File: config.mk
export PLATFORM = sky130hd
export DESIGN_NAME = lse_css_monitor
export DESIGN_NICKNAME = d
export VERILOG_FILES = /design/src/rtl/lse_css_monitor.sv
export SDC_FILE = /design/constraint.sdc
export NUM_CORES = 1
export LEC_CHECK = 0
export ABC_CLOCK_PERIOD_IN_PS = 4600
export CAP_MARGIN = 0
export CORE_UTILIZATION = 35
export DETAILED_ROUTE_END_ITERATION = 8
export MAX_ROUTING_LAYER = met4
export PLACE_DENSITY = 0.62
export SKIP_CTS_REPAIR_TIMING = 1
export SLEW_MARGIN = 20
export SYNTH_ARGS = -nofsm -noshare
export SYNTH_HDL_FRONTEND = slang
export SYNTH_SLANG_ARGS = --single-unit
File: constraint.sdc
create_clock -name clk -period 4.6 [get_ports clk]
set_clock_uncertainty 0.05 [all_clocks]
set_input_delay 0.92 -clock clk [delete_from_list [all_inputs] [get_ports clk]]
set_output_delay 0.92 -clock clk [all_outputs]
set_load 0.1 [all_outputs]
File: src/rtl/lse_css_monitor.sv
// LSE clock security monitor: watches a synchronised LSE/4 toggle from the LSI domain
// and latches a sticky failure when activity stops for TIMEOUT cycles.
module lse_css_monitor #(
    parameter int unsigned SYNC_STAGES = 2,
    parameter int unsigned TIMEOUT     = 16,
    parameter int unsigned ARM_DLY     = 8,
    parameter int unsigned CNT_W       = 5
) (
    input  logic clk,
    input  logic rst,
    input  logic lse_div_tgl,
    input  logic lseon,
    input  logic lserdy,
    input  logic lsecsson,
    output logic lsecss_fail,
    output logic lsecss_irq,
    output logic lsecss_active
);

    localparam logic [1:0] StIdle    = 2'd0;
    localparam logic [1:0] StArm     = 2'd1;
    localparam logic [1:0] StMonitor = 2'd2;
    localparam logic [1:0] StFail    = 2'd3;

    localparam logic [CNT_W-1:0] ArmLast     = CNT_W'(ARM_DLY - 1);
    localparam logic [CNT_W-1:0] TimeoutLast = CNT_W'(TIMEOUT - 1);
    localparam logic [CNT_W-1:0] CntMax      = '1;

    if (SYNC_STAGES < 2 || TIMEOUT < 4 || ARM_DLY < 1 ||
        (2 ** CNT_W) <= TIMEOUT || (2 ** CNT_W) <= ARM_DLY) begin : gen_bad_params
        $error("lse_css_monitor: illegal parameter set");
    end

    logic [SYNC_STAGES-1:0] sync_q;
    logic                   hist_q;
    logic                   lse_edge;
    logic [1:0]             state_q, state_d;
    logic [CNT_W-1:0]       cnt_q, cnt_d, cnt_inc;
    logic                   css_en_q;
    logic                   fail_q, irq_q, active_q;

    assign lse_edge = sync_q[SYNC_STAGES-1] ^ hist_q;
    assign cnt_inc  = (cnt_q == CntMax) ? cnt_q : cnt_q + CNT_W'(1);

    always_comb begin
        state_d = state_q;
        cnt_d   = cnt_q;
        case (state_q)
            StIdle: begin
                cnt_d = '0;
                if (css_en_q && lseon) state_d = StArm;
            end
            StArm: begin
                if (!lseon) begin
                    state_d = StIdle;
                    cnt_d   = '0;
                end else if (!lserdy) begin
                    cnt_d = '0;
                end else if (cnt_q == ArmLast) begin
                    state_d = StMonitor;
                    cnt_d   = '0;
                end else begin
                    cnt_d = cnt_inc;
                end
            end
            StMonitor: begin
                // An edge on the last count wins over the timeout.
                if (!lseon) begin
                    state_d = StIdle;
                    cnt_d   = '0;
                end else if (lse_edge) begin
                    cnt_d = '0;
                end else if (cnt_q == TimeoutLast) begin
                    state_d = StFail;
                end else begin
                    cnt_d = cnt_inc;
                end
            end
            StFail: begin
                state_d = StFail;
            end
            default: begin
                state_d = StIdle;
                cnt_d   = '0;
            end
        endcase
    end

    // Outputs are decoded from the next state so they come straight from flops.
    always_ff @(posedge clk) begin
        if (rst) begin
            sync_q   <= '0;
            hist_q   <= 1'b0;
            state_q  <= StIdle;
            cnt_q    <= '0;
            css_en_q <= 1'b0;
            fail_q   <= 1'b0;
            irq_q    <= 1'b0;
            active_q <= 1'b0;
        end else begin
            sync_q   <= {sync_q[SYNC_STAGES-2:0], lse_div_tgl};
            hist_q   <= sync_q[SYNC_STAGES-1];
            state_q  <= state_d;
            cnt_q    <= cnt_d;
            css_en_q <= css_en_q | lsecsson;
            fail_q   <= (state_d == StFail);
            irq_q    <= (state_q == StMonitor) && (state_d == StFail);
            active_q <= (state_d == StMonitor);
        end
    end

    assign lsecss_fail   = fail_q;
    assign lsecss_irq    = irq_q;
    assign lsecss_active = active_q;

endmodule

==> metrics.md, run 1 <==
| Metric | Value |
|---|---|
| TritonCTS buffer count | `3` |
| Tmin final | `2.69 ns` |
| Seq cells post-synth | `14` |
| Final TNS setup | `0 ns` |
| CP max FO | `1` |
| Gr ovfl total | `0` |
| Cell variety after synth | `33` |
| Syn_area_per_cell | `9.18 um^2` |
| Largest net degree at the start of global routing | `9` |
| Met2 Use GR | `24.4%` |
| Final WL | `1570 um` |
| CP endpoint kind | `output pin` |
| CTS tree | `done` |
| Share of cells above drive strength 1 | `13.0%` |
| Number of clock sinks | `14` |
| Hold Path End | `sync_q[1]` |
| Skew-Pair Late Insertion Delay | `0.28 ns` |
| Initial Utilization | `36.9%` |
| Clock Path Buffers | `2` |
| Final worst-path cycle share | `58.5%` |
| Fin. max-slew vios | `0` |
| Detail Route Antenna Nets | `0` |
| Hold Crit Depth | `1` |
| Total GRT Usage | `15.4%` |
| Relative slew slack | `35.6%` |
| CP Launch Type | `flop` |
| Met3 Use GR | `2.78%` |
| Final net count | `113` |
| VDD IR max | `252 uV` |
| Die area | `2510 um^2` |
| Post-Layout Cell Count | `128` |
| Yosys top cell area share | `34.7%` |
| Mapped cell area | `808 um^2` |
| Vias in the first global route | `634` |
| Hold Startpoint | `sync_q[0]` |
| Global-route wire length before repair | `2810 um` |
| DRC viols | `0` |
| Via Count | `684` |
| Synth warn | `0` |
| WS Path Type | `flop to output pin` |
| Die Ht | `50.1 um` |
| Worst r2r src | `state_q[0]` |
| Critical-path top delay cell | `clkdlybuf4s50_1` |
| Post-DP HPWL | `1240 um` |
| Area contributors post-synth | `dfxtp_1 35%, ha_1 9.3%, nor2b_1 4.6%` |
| Most used routing layer | `met2` |
| Unrepaired setup endpoints after global routing | `no` |
| M1 GR Usage | `18.6%` |
| Sequential area share after synthesis | `34.7%` |
| Status | `finished, final reports clean` |
| Least-Margin Pin Slew | `0.963 ns` |
| Fin. Hold Viols | `0` |
| CP Buf/Inv Count | `1` |
| Fmax achieved | `371 MHz` |
| Top Family by Delay on Critical Path | `buffers and inverters` |
| Worst hold-check path type | `flop to flop` |
| RR Endpoint | `cnt_q[0]` |
| Site Rows | `17` |
| Synth Net Count | `100` |
| WP data required | `3.63 ns` |
| # diodes | `0` |
| IO Port Bufs | `8` |
| Core area | `2190 um^2` |
| Routed length per instance | `12.2 um` |
| H-tree depth | `1` |
| Max-Cap Viols | `0` |
| Initial antenna violation count | `0` |
| # IOs | `9` |
| # placed instances | `124` |
| Reg2reg setup slack | `2.71 ns` |
| Setup violation total in the final timing report | `0` |
| Leakage | `0.365 nW` |
| Worst r2r path cells | `6` |
| Critical-path cell list | `clkdlybuf4s50_1` |
| DRT Pass-1 Iters | `3` |
| Area leader, netlist | `dfxtp_1` |
| Post-Route Utilization | `43.8%` |
| Root buf cell | `clkbuf_4` |
| Pre-CTS setup slack | `2.01 ns` |
| WP data arrival | `1.72 ns` |
| Cells after Synth | `88` |
| Placer Congestion | `0.819` |
| Number of vias per cell | `5.34` |
| Area Overhead vs Synth | `18.7%` |
| Clock transition at path regs | `0.08 ns` |
| Number of DRC markers in iteration 0 | `14` |
| Max incr delay on CP | `1.12 ns` |
| PwrDens | `426 nW/um^2` |
| Die width | `50.1 um` |
| Worst Slack Setup Final | `1.91 ns` |
==> worst max-delay path by stage <==
| stage | endpoint | from | cells past startpoint |
|---|---|---|---|
| finish | lsecss_active | lsecss_active | 1 |
| global route | lsecss_irq | lsecss_irq | 1 |
| CTS | lsecss_active | lsecss_active | 1 |
| detailed placement | lsecss_irq | lseon | 5 |
| global placement | lsecss_irq | lseon | 5 |
| floorplan | lsecss_active | lsecss_active | 0 |
==> cells in the mapped netlist <==
library cell	number
nand2_1	7
and4bb_4	1
o21ai_0	2
a2111oi_1	1
a31o_4	1
o21a_1	1
a31oi_2	1
a31oi_1	2
dfxtp_1	14
and4_1	1
nand4b_1	1
a41oi_1	1
o21bai_1	1
o31ai_2	2
a21o_1	1
nor3_1	3
a2111oi_2	1
a211oi_1	1
a31oi_4	1
xnor2_1	1
xor2_1	2
nor2_1	8
nand2_2	1
and3_2	1
and2_1	1
a21oi_1	5
o211a_1	1
inv_1	5
ha_1	6
nor2b_1	6
nand3_1	5
o31ai_1	2
o211ai_1	1
==> per-stage QoR <==
step	hold slack, ns	total power, mW	area [um^2]
2_1_floorplan	0.364	0.285	808
3_3_place_gp	0.379	0.321	923
3_5_place_dp	0.385	0.324	923
4_1_cts	0.408	0.411	960
5_1_grt	0.427	0.437	960
6_report	0.402	0.408	960
==> cell families after synthesis <==
family / synth area share, %
AOI/OAI and AO/OA: 27.2
xor gates and xnor gates: 3.25
and+or+nand+nor: 23.2
DFF: 34.7
adders and majority gates: 9.29
buffers and inverters: 2.32
==> cells in the final DEF (no fill, tap or decap), types with 3 or more instances in the layout <==
cell and count:
nand3_1 5, nand2_1 7, ha_1 6, clkdlybuf4s50_1 8, a21oi_1 5, dfxtp_1 14, clkbuf_4 3, inv_1 5
nor3_1 3, nor2b_1 6, nor2_1 8
==> final cells by class <==
cell class                 instances  area (um^2)
fill                             228         1230
multi-input combinational         69          509
tap                               28         35.0
sequential                        14          280
inverter                           5         18.8
timing repair buffer               8         80.1
clock buffer                       4         36.3
==> flip-flops by register name, indices dropped and copies added (netlist names) <==
signal         flops
cnt_q              5
state_q            2
sync_q             2
css_en_q           1
hist_q             1
lsecss_active      1
lsecss_fail        1
lsecss_irq         1
==> worst register-to-register path: cells and delay by family, from the launching register on <==
family                   cells  cell delay (ns)
flip-flops                   1             0.48
AO/OA/AOI/OAI                2             0.47
buffers and inverters        1             0.10
adder cells (fa/ha/maj)      1             0.32
AND/OR/NAND/NOR              2             0.34
==> where the power goes <==
group	switching (mW)	leakage, nW	internal (mW)	total (mW)
Clock	0.0396	0.0210	0.0482	0.0878
Combinational	0.112	0.230	0.0602	0.172
Sequential	0.0140	0.114	0.134	0.148
Total	0.166	0.365	0.243	0.408
==> metal layers <==
| layer | wire length, um | vias up |
|---|---|---|
| met5 | 0 | - |
| met3 | 32 | 5 |
| met2 | 724 | 11 |
| met1 | 777 | 321 |
| met4 | 34 | 0 |
| li1 | - | 347 |
Note: power is estimated with default switching activity, not from simulation.
==> inputs of run 2 (changes only) <==
--- a/config.mk
+++ b/config.mk
@@ -5,12 +5,12 @@
 export SDC_FILE = /design/constraint.sdc
 export NUM_CORES = 1
 export LEC_CHECK = 0
-export ABC_CLOCK_PERIOD_IN_PS = 4600
+export ABC_CLOCK_PERIOD_IN_PS = 2200
 export CAP_MARGIN = 0
 export CORE_UTILIZATION = 35
 export DETAILED_ROUTE_END_ITERATION = 8
 export MAX_ROUTING_LAYER = met4
-export PLACE_DENSITY = 0.62
+export PLACE_DENSITY = 0.64
 export SKIP_CTS_REPAIR_TIMING = 1
 export SLEW_MARGIN = 20
 export SYNTH_ARGS = -nofsm -noshare
==> constraint.sdc (replaced) <==
create_clock -name clk -period 2.2 [get_ports clk]
set_clock_uncertainty 0.05 [all_clocks]
set_input_delay 0.44 -clock clk [delete_from_list [all_inputs] [get_ports clk]]
set_output_delay 0.44 -clock clk [all_outputs]
set_load 0.1 [all_outputs]
==> run 2 against run 1 <==
  * Global-route usage fell by 0.23 points
  * Critical path type is now flop to flop
  * Highest routed layer unchanged
  * Count of clock-buffer cells in the layout did not move
  * Clock power rose by 120%
  * Via count rose by 3.8%
  * Combinational power rose by 120%
  * Sequential power rose by 100%
  * Utilization did not move
  * Non-clock buffer count rose by 1
  * Sequential share of layout area did not move
  * Total power rose by 110%
  * Cell area did not move
  * Largest power group unchanged
==> metrics.md, run 2 (synthesis gave the netlist of run 1 again) <==
| Metric | Value |
|---|---|
| Status | `finished, final reports clean` |
| Die Ht | `50.1 um` |
| Max-Cap Viols | `0` |
| Final TNS setup | `0 ns` |
| # IOs | `9` |
| Global-route wire length before repair | `2730 um` |
| WS Path Type | `flop to flop` |
| H-tree depth | `1` |
| WP data arrival | `1.96 ns` |
| Vias in the first global route | `650` |
| Initial antenna violation count | `0` |
| Largest regs | `cnt_q: 5 flops, state_q: 2 flops, sync_q: 2 flops` |
| Die area | `2510 um^2` |
| Largest net degree at the start of global routing | `9` |
| Final net count | `114` |
| Skew-Pair Late Insertion Delay | `0.29 ns` |
| Post-Layout Cell Count | `129` |
| Critical-path cell list | `inv_1, ha_1, and4_1, nor2b_1, o31ai_1, a2111oi_1` |
| Max incr delay on CP | `0.46 ns` |
| Number of clock sinks | `14` |
| Area Overhead vs Synth | `18.7%` |
| Fin. Hold Viols | `0` |
| Die width | `50.1 um` |
| Clock transition at path regs | `0.09 ns` |
| CP endpoint kind | `flop` |
| Share of cells above drive strength 1 | `16.8%` |
| # diodes | `0` |
| PwrDens | `907 nW/um^2` |
| # placed instances | `125` |
| Number of DRC markers in iteration 0 | `20` |
| Final WL | `1630 um` |
| Clock Path Buffers | `2` |
| CP max FO | `7` |
| Via Count | `710` |
| Total GRT Usage | `15.2%` |
| Initial Utilization | `36.9%` |
| Top Family by Delay on Critical Path | `flip-flops` |
| Worst Slack Setup Final | `0.351 ns` |
| CP Launch Type | `flop` |
| Number of vias per cell | `5.50` |
| Most common cell after layout, fill and taps aside | `dfxtp_1` |
| Top reg by flops | `cnt_q` |
| Placer Congestion | `0.839` |
| DRT Pass-1 Iters | `5` |
| Critical-path top delay cell | `dfxtp_1` |
| Worst hold-check path type | `flop to flop` |
| Unrepaired setup endpoints after global routing | `no` |
| Post-DP HPWL | `1230 um` |
| Setup violation total in the final timing report | `0` |
| Commonest non-fill, non-tap cells in the layout | `14 x dfxtp_1, 8 x nor2_1, 7 x nand2_1` |
| Least-Margin Pin Slew | `0.422 ns` |
| Relative slew slack | `71.7%` |
| Final worst-path cycle share | `84.0%` |
| Fin. max-slew vios | `0` |
| Tmin final | `1.85 ns` |
| IO Port Bufs | `8` |
| Routed length per instance | `12.6 um` |
| Site Rows | `17` |
| Fmax achieved | `541 MHz` |
| Root buf cell | `clkbuf_4` |
| CP Buf/Inv Count | `1` |
| Gr ovfl total | `0` |
| Detail Route Antenna Nets | `0` |
| TritonCTS buffer count | `3` |
| Pre-CTS setup slack | `0.127 ns` |
| VDD IR max | `537 uV` |
| WP data required | `2.31 ns` |
| CTS tree | `done` |
| DRC viols | `0` |
| Max FFs per register | `5` |
| Hold_ws | `0.402 ns` |
| Leakage | `0.376 nW` |
| Core area | `2190 um^2` |
## run 2: changes by cell type in the layout (fill, tap and decap cells not counted), sizes merged
| cell | delta |
|---|---|
| buf | +4 |
| clkdlybuf4s50 | -3 |
## run 2: final timing paths
| check | cells after the start | slack (ns) | from | endpoint |
|---|---|---|---|---|
| max reg2reg | 6 | 0.35 | state_q[1] | cnt_q[0] |
| min | 1 | 0.40 | sync_q[0] | sync_q[1] |
| max | 6 | 0.35 | state_q[1] | cnt_q[0] |
| min reg2reg | 1 | 0.40 | sync_q[0] | sync_q[1] |
## run 2: power by group
group / total, mW / switching [mW] / internal, mW
combinational: 0.377 / 0.247 / 0.130
sequential: 0.300 / 0.0195 / 0.281
clock: 0.193 / 0.0921 / 0.101
## run 2: area by class of cell
cell class	instances	area, um^2
fillers	221	1230
clock buffers	4	36.3
inverters	5	18.8
flip-flops and latches	14	280
repair buffers	9	80.1
well taps	28	35.0
multi-input cells	69	509
## run 2: metal layers
layer  wire length (um)  global-route usage, %  vias up
met5                  0                      -        -
met4                 43                   10.0        0
met3                 55                   2.78        5
met2                776                   23.8       20
met1                750                   17.4      337
li1                   -                      -      348
## run 2: per-stage QoR
| stage | power, mW | instance area [um^2] | util, % |
|---|---|---|---|
| after floorplan | 0.596 | 808 | - |
| after global placement | 0.679 | 923 | 42.1 |
| after detailed placement | 0.682 | 923 | 42.1 |
| after CTS | 0.874 | 960 | 43.8 |
| after global routing | 0.922 | 960 | 43.8 |
| final | 0.870 | 960 | 43.8 |
## run 2: worst register-to-register path, stage by stage, from the launching register on
cell	delay, ns
dfxtp_1	0.46
inv_1	0.10
ha_1	0.30
and4_1	0.22
nor2b_1	0.13
o31ai_1	0.37
a2111oi_1	0.09
